File: src/rtl/div32_iter_pkg.sv
// Shared constants for the iterative signed divider: default width,
// FSM state encoding and the most-negative 32-bit operand.
// Imported by div32_iter and div_sub_step.
package div32_iter_pkg;

    localparam int DIV_WIDTH = 32;

    // FSM state encoding
    localparam logic [1:0] IDLE = 2'd0;
    localparam logic [1:0] ITER = 2'd1;
    localparam logic [1:0] FIX  = 2'd2;
    localparam logic [1:0] ZERO = 2'd3;

    // Most-negative dividend; together with a -1 divisor it overflows.
    localparam logic [31:0] INT_MIN = 32'h8000_0000;

endpackage : div32_iter_pkg

File: src/rtl/div_sub_step.sv
// One restoring-division step: trial subtract of D from the shifted partial
// remainder, keep the difference and emit a 1 if it did not borrow.
// Purely combinational (zero latency); no flow control.
// Ports: r_shifted (WIDTH+1) and d (WIDTH) in; r_next (WIDTH) and q_bit out.
module div_sub_step
    import div32_iter_pkg::*;
#(
    parameter int WIDTH = DIV_WIDTH
) (
    input  logic [WIDTH:0]   r_shifted,
    input  logic [WIDTH-1:0] d,
    output logic [WIDTH-1:0] r_next,
    output logic             q_bit
);

    // One extra bit beyond WIDTH+1 so the borrow-out is an exact sign.
    logic [WIDTH+1:0] trial;

    always_comb begin
        trial  = {1'b0, r_shifted} - {2'b00, d};
        q_bit  = ~trial[WIDTH+1];
        // Either branch is below D, so it always fits in WIDTH bits.
        r_next = q_bit ? trial[WIDTH-1:0] : r_shifted[WIDTH-1:0];
    end

endmodule : div_sub_step

File: src/rtl/div32_iter.sv
// Iterative signed divider (restoring, one quotient bit per clock).
// Latency: WIDTH+1 clocks from accepted start to result_rdy; 1 clock for divide-by-zero.
// Backpressure: busy high while in flight; div_start ignored while busy.
// Ports: clock/reset_n; div_start, dividend, divisor in; busy, result_rdy,
//        quotient, remainder, div_by_zero, ovf out (results held until next completion).
module div32_iter
    import div32_iter_pkg::*;
#(
    parameter int WIDTH = DIV_WIDTH
) (
    input  logic             clock,
    input  logic             reset_n,
    input  logic             div_start,
    input  logic [WIDTH-1:0] dividend,
    input  logic [WIDTH-1:0] divisor,
    output logic             busy,
    output logic             result_rdy,
    output logic [WIDTH-1:0] quotient,
    output logic [WIDTH-1:0] remainder,
    output logic             div_by_zero,
    output logic             ovf
);

    localparam int CNT_W = $clog2(WIDTH);
    localparam logic [CNT_W-1:0] LAST_CNT = CNT_W'(WIDTH - 1);

    logic [1:0]       state_q, state_d;

    // Magnitude datapath and operation context
    logic [WIDTH-1:0] q_q;        // |dividend| shifting out, quotient bits shifting in
    logic [WIDTH-1:0] d_q;        // |divisor| (unsigned, so |INT_MIN| is representable)
    logic [WIDTH-1:0] r_q;        // partial remainder
    logic [WIDTH-1:0] orig_q;     // original dividend, returned on divide-by-zero
    logic [CNT_W-1:0] cnt_q;
    logic             sign_q_q;   // quotient sign
    logic             sign_r_q;   // remainder sign (follows dividend)
    logic             ovf_case_q;

    // Registered results
    logic [WIDTH-1:0] quotient_q, remainder_q;
    logic             dbz_q, ovf_q, rdy_q;

    // One iteration
    logic [WIDTH:0]   r_shifted;
    logic [WIDTH-1:0] r_next;
    logic             q_bit;

    assign r_shifted = {r_q, q_q[WIDTH-1]};

    div_sub_step #(.WIDTH(WIDTH)) u_step (
        .r_shifted (r_shifted),
        .d         (d_q),
        .r_next    (r_next),
        .q_bit     (q_bit)
    );

    // State register
    always_ff @(posedge clock or negedge reset_n) begin
        if (!reset_n) begin
            state_q <= IDLE;
        end else begin
            state_q <= state_d;
        end
    end

    // Next-state logic
    always_comb begin
        state_d = state_q;
        case (state_q)
            IDLE: begin
                if (div_start) begin
                    state_d = (divisor == '0) ? ZERO : ITER;
                end
            end
            ITER: begin
                if (cnt_q == LAST_CNT) begin
                    state_d = FIX;
                end
            end
            FIX:     state_d = IDLE;
            ZERO:    state_d = IDLE;
            default: state_d = IDLE;
        endcase
    end

    // Outputs
    always_comb begin
        busy        = (state_q != IDLE);
        result_rdy  = rdy_q;
        quotient    = quotient_q;
        remainder   = remainder_q;
        div_by_zero = dbz_q;
        ovf         = ovf_q;
    end

    // Datapath and result registers
    always_ff @(posedge clock or negedge reset_n) begin
        if (!reset_n) begin
            q_q         <= '0;
            d_q         <= '0;
            r_q         <= '0;
            orig_q      <= '0;
            cnt_q       <= '0;
            sign_q_q    <= 1'b0;
            sign_r_q    <= 1'b0;
            ovf_case_q  <= 1'b0;
            quotient_q  <= '0;
            remainder_q <= '0;
            dbz_q       <= 1'b0;
            ovf_q       <= 1'b0;
            rdy_q       <= 1'b0;
        end else begin
            rdy_q <= 1'b0;
            case (state_q)
                IDLE: begin
                    if (div_start) begin
                        sign_q_q   <= dividend[WIDTH-1] ^ divisor[WIDTH-1];
                        sign_r_q   <= dividend[WIDTH-1];
                        q_q        <= dividend[WIDTH-1] ? -dividend : dividend;
                        d_q        <= divisor[WIDTH-1]  ? -divisor  : divisor;
                        r_q        <= '0;
                        cnt_q      <= '0;
                        orig_q     <= dividend;
                        ovf_case_q <= (dividend == INT_MIN) && (divisor == '1);
                    end
                end
                ITER: begin
                    q_q   <= {q_q[WIDTH-2:0], q_bit};
                    r_q   <= r_next;
                    cnt_q <= cnt_q + CNT_W'(1);
                end
                FIX: begin
                    // INT_MIN / -1: magnitude 2^31 with positive sign wraps
                    // naturally to INT_MIN with zero remainder.
                    quotient_q  <= sign_q_q ? -q_q : q_q;
                    remainder_q <= sign_r_q ? -r_q : r_q;
                    dbz_q       <= 1'b0;
                    ovf_q       <= ovf_case_q;
                    rdy_q       <= 1'b1;
                end
                ZERO: begin
                    quotient_q  <= '0;
                    remainder_q <= orig_q;
                    dbz_q       <= 1'b1;
                    ovf_q       <= 1'b0;
                    rdy_q       <= 1'b1;
                end
                default: ;
            endcase
        end
    end

endmodule : div32_iter

File: config.mk
export PLATFORM = sky130hd
export DESIGN_NAME = div32_iter
export DESIGN_NICKNAME = d
export VERILOG_FILES = /design/src/rtl/div32_iter_pkg.sv /design/src/rtl/div_sub_step.sv /design/src/rtl/div32_iter.sv
export SDC_FILE = /design/constraint.sdc
export NUM_CORES = 1
export LEC_CHECK = 0
export BUFFER_PORTS_ARGS = -buffer_cell sky130_fd_sc_hd__buf_2
export CAP_MARGIN = 20
export CORE_MARGIN = 2
export CORE_UTILIZATION = 50
export DETAILED_ROUTE_END_ITERATION = 12
export HOLD_SLACK_MARGIN = 0.05
export PLACE_DENSITY = 0.8
export SYNTH_ARGS = -nofsm -noshare
export SYNTH_HDL_FRONTEND = slang
export SYNTH_SLANG_ARGS = --single-unit
File: constraint.sdc
create_clock -name clock -period 4 [get_ports clock]
set_clock_uncertainty 0.2 [all_clocks]
set_input_delay 0 -clock clock [delete_from_list [all_inputs] [get_ports clock]]
set_output_delay 0 -clock clock [all_outputs]
set_load 0.005 [all_outputs]
* After elaboration in Yosys (flattened, before gate mapping)
Cells that the tools add are included.
** Cells by class
- $add $sub $neg :: 6
- Equal/unequal tests :: 8
- Mux-type cells :: 20
- Bitwise gates (word level) :: 2
- Reductions and logical operators :: 10
** Operators with widths (number)
- $pmux W32 S2 :: 4
- $mux W32 :: 7
- $neg A32 Y32 :: 4
- $eq A32 B32 Y1 const B :: 2
- $sub A33 B32 Y34 :: 1
- $logic_not A32 Y1 :: 1
- $pmux W5 S2 :: 1
- $mux W2 :: 3
- $pmux W2 S3 :: 1
- $reduce_and A2 Y1 :: 3
- $reduce_bool A2 Y1 :: 3
- $add A5 B1 Y5 const B :: 1
- $eq A5 B5 Y1 const B :: 1
- $mux W5 :: 1
- $eq A2 B2 Y1 const B :: 2
- $ne A2 B2 Y1 const B :: 2
- $pmux W1 S2 :: 2
- $eq A2 B1 Y1 const B :: 1
- $logic_not A2 Y1 :: 1
- $reduce_or A2 Y1 :: 1
- $logic_and A1 B1 Y1 :: 1
- $mux W1 :: 1
- $not A1 Y1 :: 1
- $xor A1 B1 Y1 :: 1
** Word-level totals
- Flip-flop bits (word level) :: 205
- Input port bits :: 67
- Output and inout bits :: 68
- Word-level logic and storage cells :: 60

* Logic depth before layout (Yosys ltp)
- Depth in word-level cells :: 4
- Mapped depth :: 13
- Depth with buffers taken out :: 12

* Modules after synthesis
From an unflattened synthesis, not the netlist that was laid out.
** Second synthesis, totals
- Cell total of the unflattened synthesis :: 1596
- Area, all modules :: 13601.8 um^2
** By module, submodules not included
- div32_iter :: instances 1, cells an instance 1223, area an instance 11173.2 um^2
- div_sub_step :: instances 1, cells an instance 373, area an instance 2428.6 um^2

* Worst setup path before layout
Ideal clock, no wire load.
- Path type :: flip-flop to flip-flop
- From :: reg r_q[17]
- To :: reg r_q[21]
- Data arrival time :: 2.965 ns
- Required time :: 3.667 ns
- Setup slack :: 0.703 ns
- Cell stages (with the launch flop) :: 13
- Buffers on the path :: 3
- Period minus slack after synthesis :: 3.297 ns
- Cells stage by stage :: dfrtp_1 > ha_1 > clkbuf_1 > nand2_1 > nor3_1 > nand2_1 > a2111oi_0 > o2111ai_1 > and2_1 > clkbuf_1 > clkbuf_1 > a32oi_1 > o31ai_1
** Between the ends
- Longest elaborated chain between the ends :: 3
** Ends and longest elaborated chain
- start: declaration :: RTL line div32_iter.sv:32 : logic [WIDTH-1:0] r_q;
- start signal: assignment :: RTL line div32_iter.sv:129 : r_q <= r_next;
- $sub A33 B32 Y34 :: RTL line div_sub_step.sv:20 : trial = {1'b0, r_shifted} - {2'b00, d};
- $mux W32 :: RTL line div_sub_step.sv:23 : r_next = q_bit ? trial[WIDTH-1:0] : r_shifted[WIDTH-1:0];
- $pmux W32 S2 :: RTL line div32_iter.sv:114 : case (state_q)
Every way passes these cells.
A chain may end at the register's enable or synchronous reset.

* Worst setup path after layout
- From :: in divisor[9]
- To :: reg d_q[31]
** Between the ends
- Longest elaborated chain between the ends :: 2
** Ends and longest elaborated chain
- start: declaration :: RTL line div32_iter.sv:15 : input logic [WIDTH-1:0] divisor,
- $neg A32 Y32 :: RTL line div32_iter.sv:120 : d_q <= divisor[WIDTH-1] ? -divisor : divisor;
- $mux W32 :: RTL line div32_iter.sv:120
- end signal: assignment :: RTL line div32_iter.sv:120
- end: declaration :: RTL line div32_iter.sv:31 : logic [WIDTH-1:0] d_q;
Every way passes these cells.

==> qor.txt <==
Status = complete, no violations
CP startpoint = divisor[9]
Global route total overflow = 0
P_int = 7.35 mW
Routed vias/inst = 5.81
Core area = 25,000 um2
Peak supply drop = 0.335 mV
Switch Pwr = 5.49 mW
Ant diodes = 0
CP Max Fanout = 4
Pwr dens = 814 nW/um2
Critical path type = in -> reg
Fin. max-slew vios = 0
Starting Density = 50.4%
I/O pin cnt = 135
Number of remaining DRC errors = 0
Vias = 11,770
Slew headroom = 37.6%
Vias in the first global route = 11,219
Num rows = 58
Largest net degree at the start of global routing = 82
Final #Nets = 1,787
Post-synth ARST share = 100%
WP buf/inv = 4
Slowest CP cell = dlygate4sd3_1
Dpl hpwl = 22.9 mm
Logic pwr share = 51.5%
Top FF cell, synth = dfrtp_1
Reg power frac = 30.6%
I/O Buffers = 134
CTS H-tree depth = 1
WL per Instance = 17.7 um
Post-synth cell types = 61
Drt pass-1 iters = 6
CTS tree = done
DR iter-0 viols = 1,334
Die area = 26,400 um2
Top delay family on crit path = buffers and inverters
Register bit total from synthesis = 204
Initial antenna violation count = 0
Global-route wire length before repair = 56.4 mm
RD Place Congestion = 0.904
Lkg Pwr = 7.30 nW
Data required, critical path = 4.24 ns
Crit-path most repeated cell = dlygate4sd3_1
Hold wc startpoint = dividend[6]
Register area share after synthesis = 40.6%
Final count of negative-setup-slack endpoints = 0
Crit-path cells = dlygate4sd3_1 -> buf_2 -> or4_4 -> nor4_4 -> nand3_2 -> or4_4 -> or3_4 -> dlygate4sd3_1 -> o32ai_1 -> dlygate4sd3_1
Height of the die = 163 um
Clock network fraction of total power = 17.8%
All-Layer GR Usage = 26.2%
Hold WC Path Type = in -> reg
Synth Area per Inst = 8.65 um2
Cells after Synth = 1,454
Synth warn = 0
Switching power share of the total = 42.7%
Hold Violations, Final = 0
Fmax = 0.256 GHz
Syn_nets = 1,561
Post-synth top area cell = dfrtp_1
CP Capture Type = flip-flop
Synth top area cells = dfrtp_1, nand2_1, xor2_1
Clock Latency Late Sink = 0.52 ns
Area share of the largest cell type after synthesis = 40.6%
Final period util = 97.6%
Root buf cell = clkbuf_16
Share of layout cells above drive strength 1 = 15.7%
Critical Path AT = 4.15 ns
Top sig layer = met4
Final Util = 63.2%
Cell Area, Synth = 12,600 um2
Worst setup SP type = primary input
Worst slew pin tran = 0.936 ns
Metal2 WL = 17.5 mm
Max cap viols = 0
DRT met1 WL = 14.9 mm
Clk sinks = 204
TritonCTS Buffers = 24
EDFF count, synth = 0
Die X = 163 um
R2R setup slack = 0.22 ns
TNS Setup = 0 ns
Routed Antenna Nets = 0
Worst-case clock buffer depth = 3
Reg clk slew, reported paths = 0.06 ns
Slowest cell delay on critical path = 0.61 ns
Tmin final = 3.90 ns
Post-Route WL = 35.8 mm
Critical R2R Launch = state_q[1]
Area Overhead vs Synth = 25.5%
WL met3 = 2.26 mm
## per-stage QoR
step	power (mW)	instances	area [um2]	hold WS, ns	setup WS [ns]
after floorplan	8.35	1454	12600	-0.496	0.703
after global placement	9.85	1856	13500	-0.0331	0.511
after detailed placement	10.1	1856	13500	-0.0248	0.483
after CTS	12.7	2026	15700	0.0719	0.0157
after global routing	13.8	2027	15800	0.0997	-0.0428
final	12.8	2027	15800	0.0863	0.0964
## worst register-to-register path, stage by stage, from the launching register on
cell,delay [ns]
dfrtp_2,0.65
nor2_1,0.38
nand2_4,0.36
or4_1,0.60
dlygate4sd3_1,0.61
o32ai_1,0.30
dlygate4sd3_1,0.61
## power groups by stage
stage | registers (mW) | clock network, mW | logic [mW]
6_report | 3.93 | 2.29 | 6.62
5_1_grt | 4.04 | 2.38 | 7.38
4_1_cts | 3.89 | 2.30 | 6.52
3_5_place_dp | 3.91 | 0 | 6.20
3_3_place_gp | 3.87 | 0 | 5.99
2_1_floorplan | 3.57 | 0 | 4.79
## final timing paths
check | endpoint | depth (start not counted)
min | orig_q[6] | 4
max | d_q[31] | 10
min reg2reg | orig_q[26] | 2
max reg2reg | d_q[31] | 6
max in group asynchronous | q_q[16] | 4
min in group asynchronous | orig_q[16] | 3
## Yosys cell counts, drive strengths merged, types with 9 or more instances
| cell | number |
|---|---|
| o31ai | 41 |
| a32oi | 11 |
| nand4 | 12 |
| mux2 | 33 |
| or3 | 18 |
| nor2b | 10 |
| xor2 | 106 |
| o41ai | 12 |
| dfrtp | 204 |
| o22ai | 34 |
| xnor2 | 37 |
| o21ai | 181 |
| a31oi | 9 |
| mux2i | 26 |
| nand3 | 19 |
| a21oi | 56 |
| buf | 13 |
| a21o | 11 |
| nor2 | 42 |
| nor3 | 10 |
| or2 | 9 |
| clkbuf | 67 |
| nand2 | 275 |
| or4 | 20 |
| ha | 39 |
| inv | 82 |
## final cells by class
cell class	instances	area (um2)
multi-input cells	1088	6970
repair buffers	280	2140
inverters	82	308
flip-flops and latches	204	5110
clock inverters	8	126
well taps	330	413
fillers	1996	9190
clock buffers	35	703
## repair_timing
action	4_1_cts	5_1_grt
buffers inserted	0	3
endpoints found under the hold margin	220	0
endpoints found under the setup margin	0	7
hold buffers	127	0
gates resized for setup	0	22
## layout by cell type, fill, tap and decap left out, drive strengths merged, types with 5 or more instances in the layout
| master | netlist | routed |
|---|---|---|
| xor2 | 106 | 106 |
| a211oi | 5 | 5 |
| o31ai | 41 | 41 |
| a31oi | 9 | 9 |
| o21ai | 181 | 181 |
| or2 | 9 | 9 |
| nor4 | 6 | 6 |
| or4 | 20 | 20 |
| a21oi | 56 | 56 |
| nand4 | 12 | 12 |
| o41ai | 12 | 12 |
| ha | 39 | 39 |
| xnor2 | 37 | 37 |
| o211ai | 5 | 5 |
| and2 | 7 | 7 |
| nand3 | 19 | 19 |
| nor2b | 10 | 10 |
| dfrtp | 204 | 204 |
| mux2 | 33 | 33 |
| and3 | 7 | 7 |
| nand2 | 275 | 275 |
| clkbuf | 67 | 36 |
| a32oi | 11 | 11 |
| o21a | 6 | 6 |
| nand2b | 8 | 8 |
| nor2 | 42 | 42 |
| or3 | 18 | 18 |
| mux2i | 26 | 26 |
| o22ai | 34 | 34 |
| a21o | 11 | 11 |
| dlygate4sd3 | 0 | 121 |
| buf | 13 | 156 |
| inv | 82 | 82 |
| nor3 | 10 | 10 |
## metal layers
metal	global-route usage, %	vias up
li1	-	5545
met1	34.3	5657
met2	45.4	479
met3	2.72	89
met4	9.09	0
met5	0	-
## state kept, by name, indices dropped and copies added (netlist names)
name,flops
remainder,32
orig_q,32
result_rdy,1
state_q,2
ovf,1
quotient,32
ovf_case_q,1
sign_q_q,1
d_q,32
div_by_zero,1
cnt_q,5
q_q,32
r_q,32
## logic make-up after synthesis
kind of cell	share of synthesized area, %
fa+ha+maj	4.04
xor+xnor	9.96
flops	40.6
buf+inv	4.87
compound gates	19.1
mux	5.03
simple gates	16.4
No activity file was read; power rests on OpenSTA's default activity.
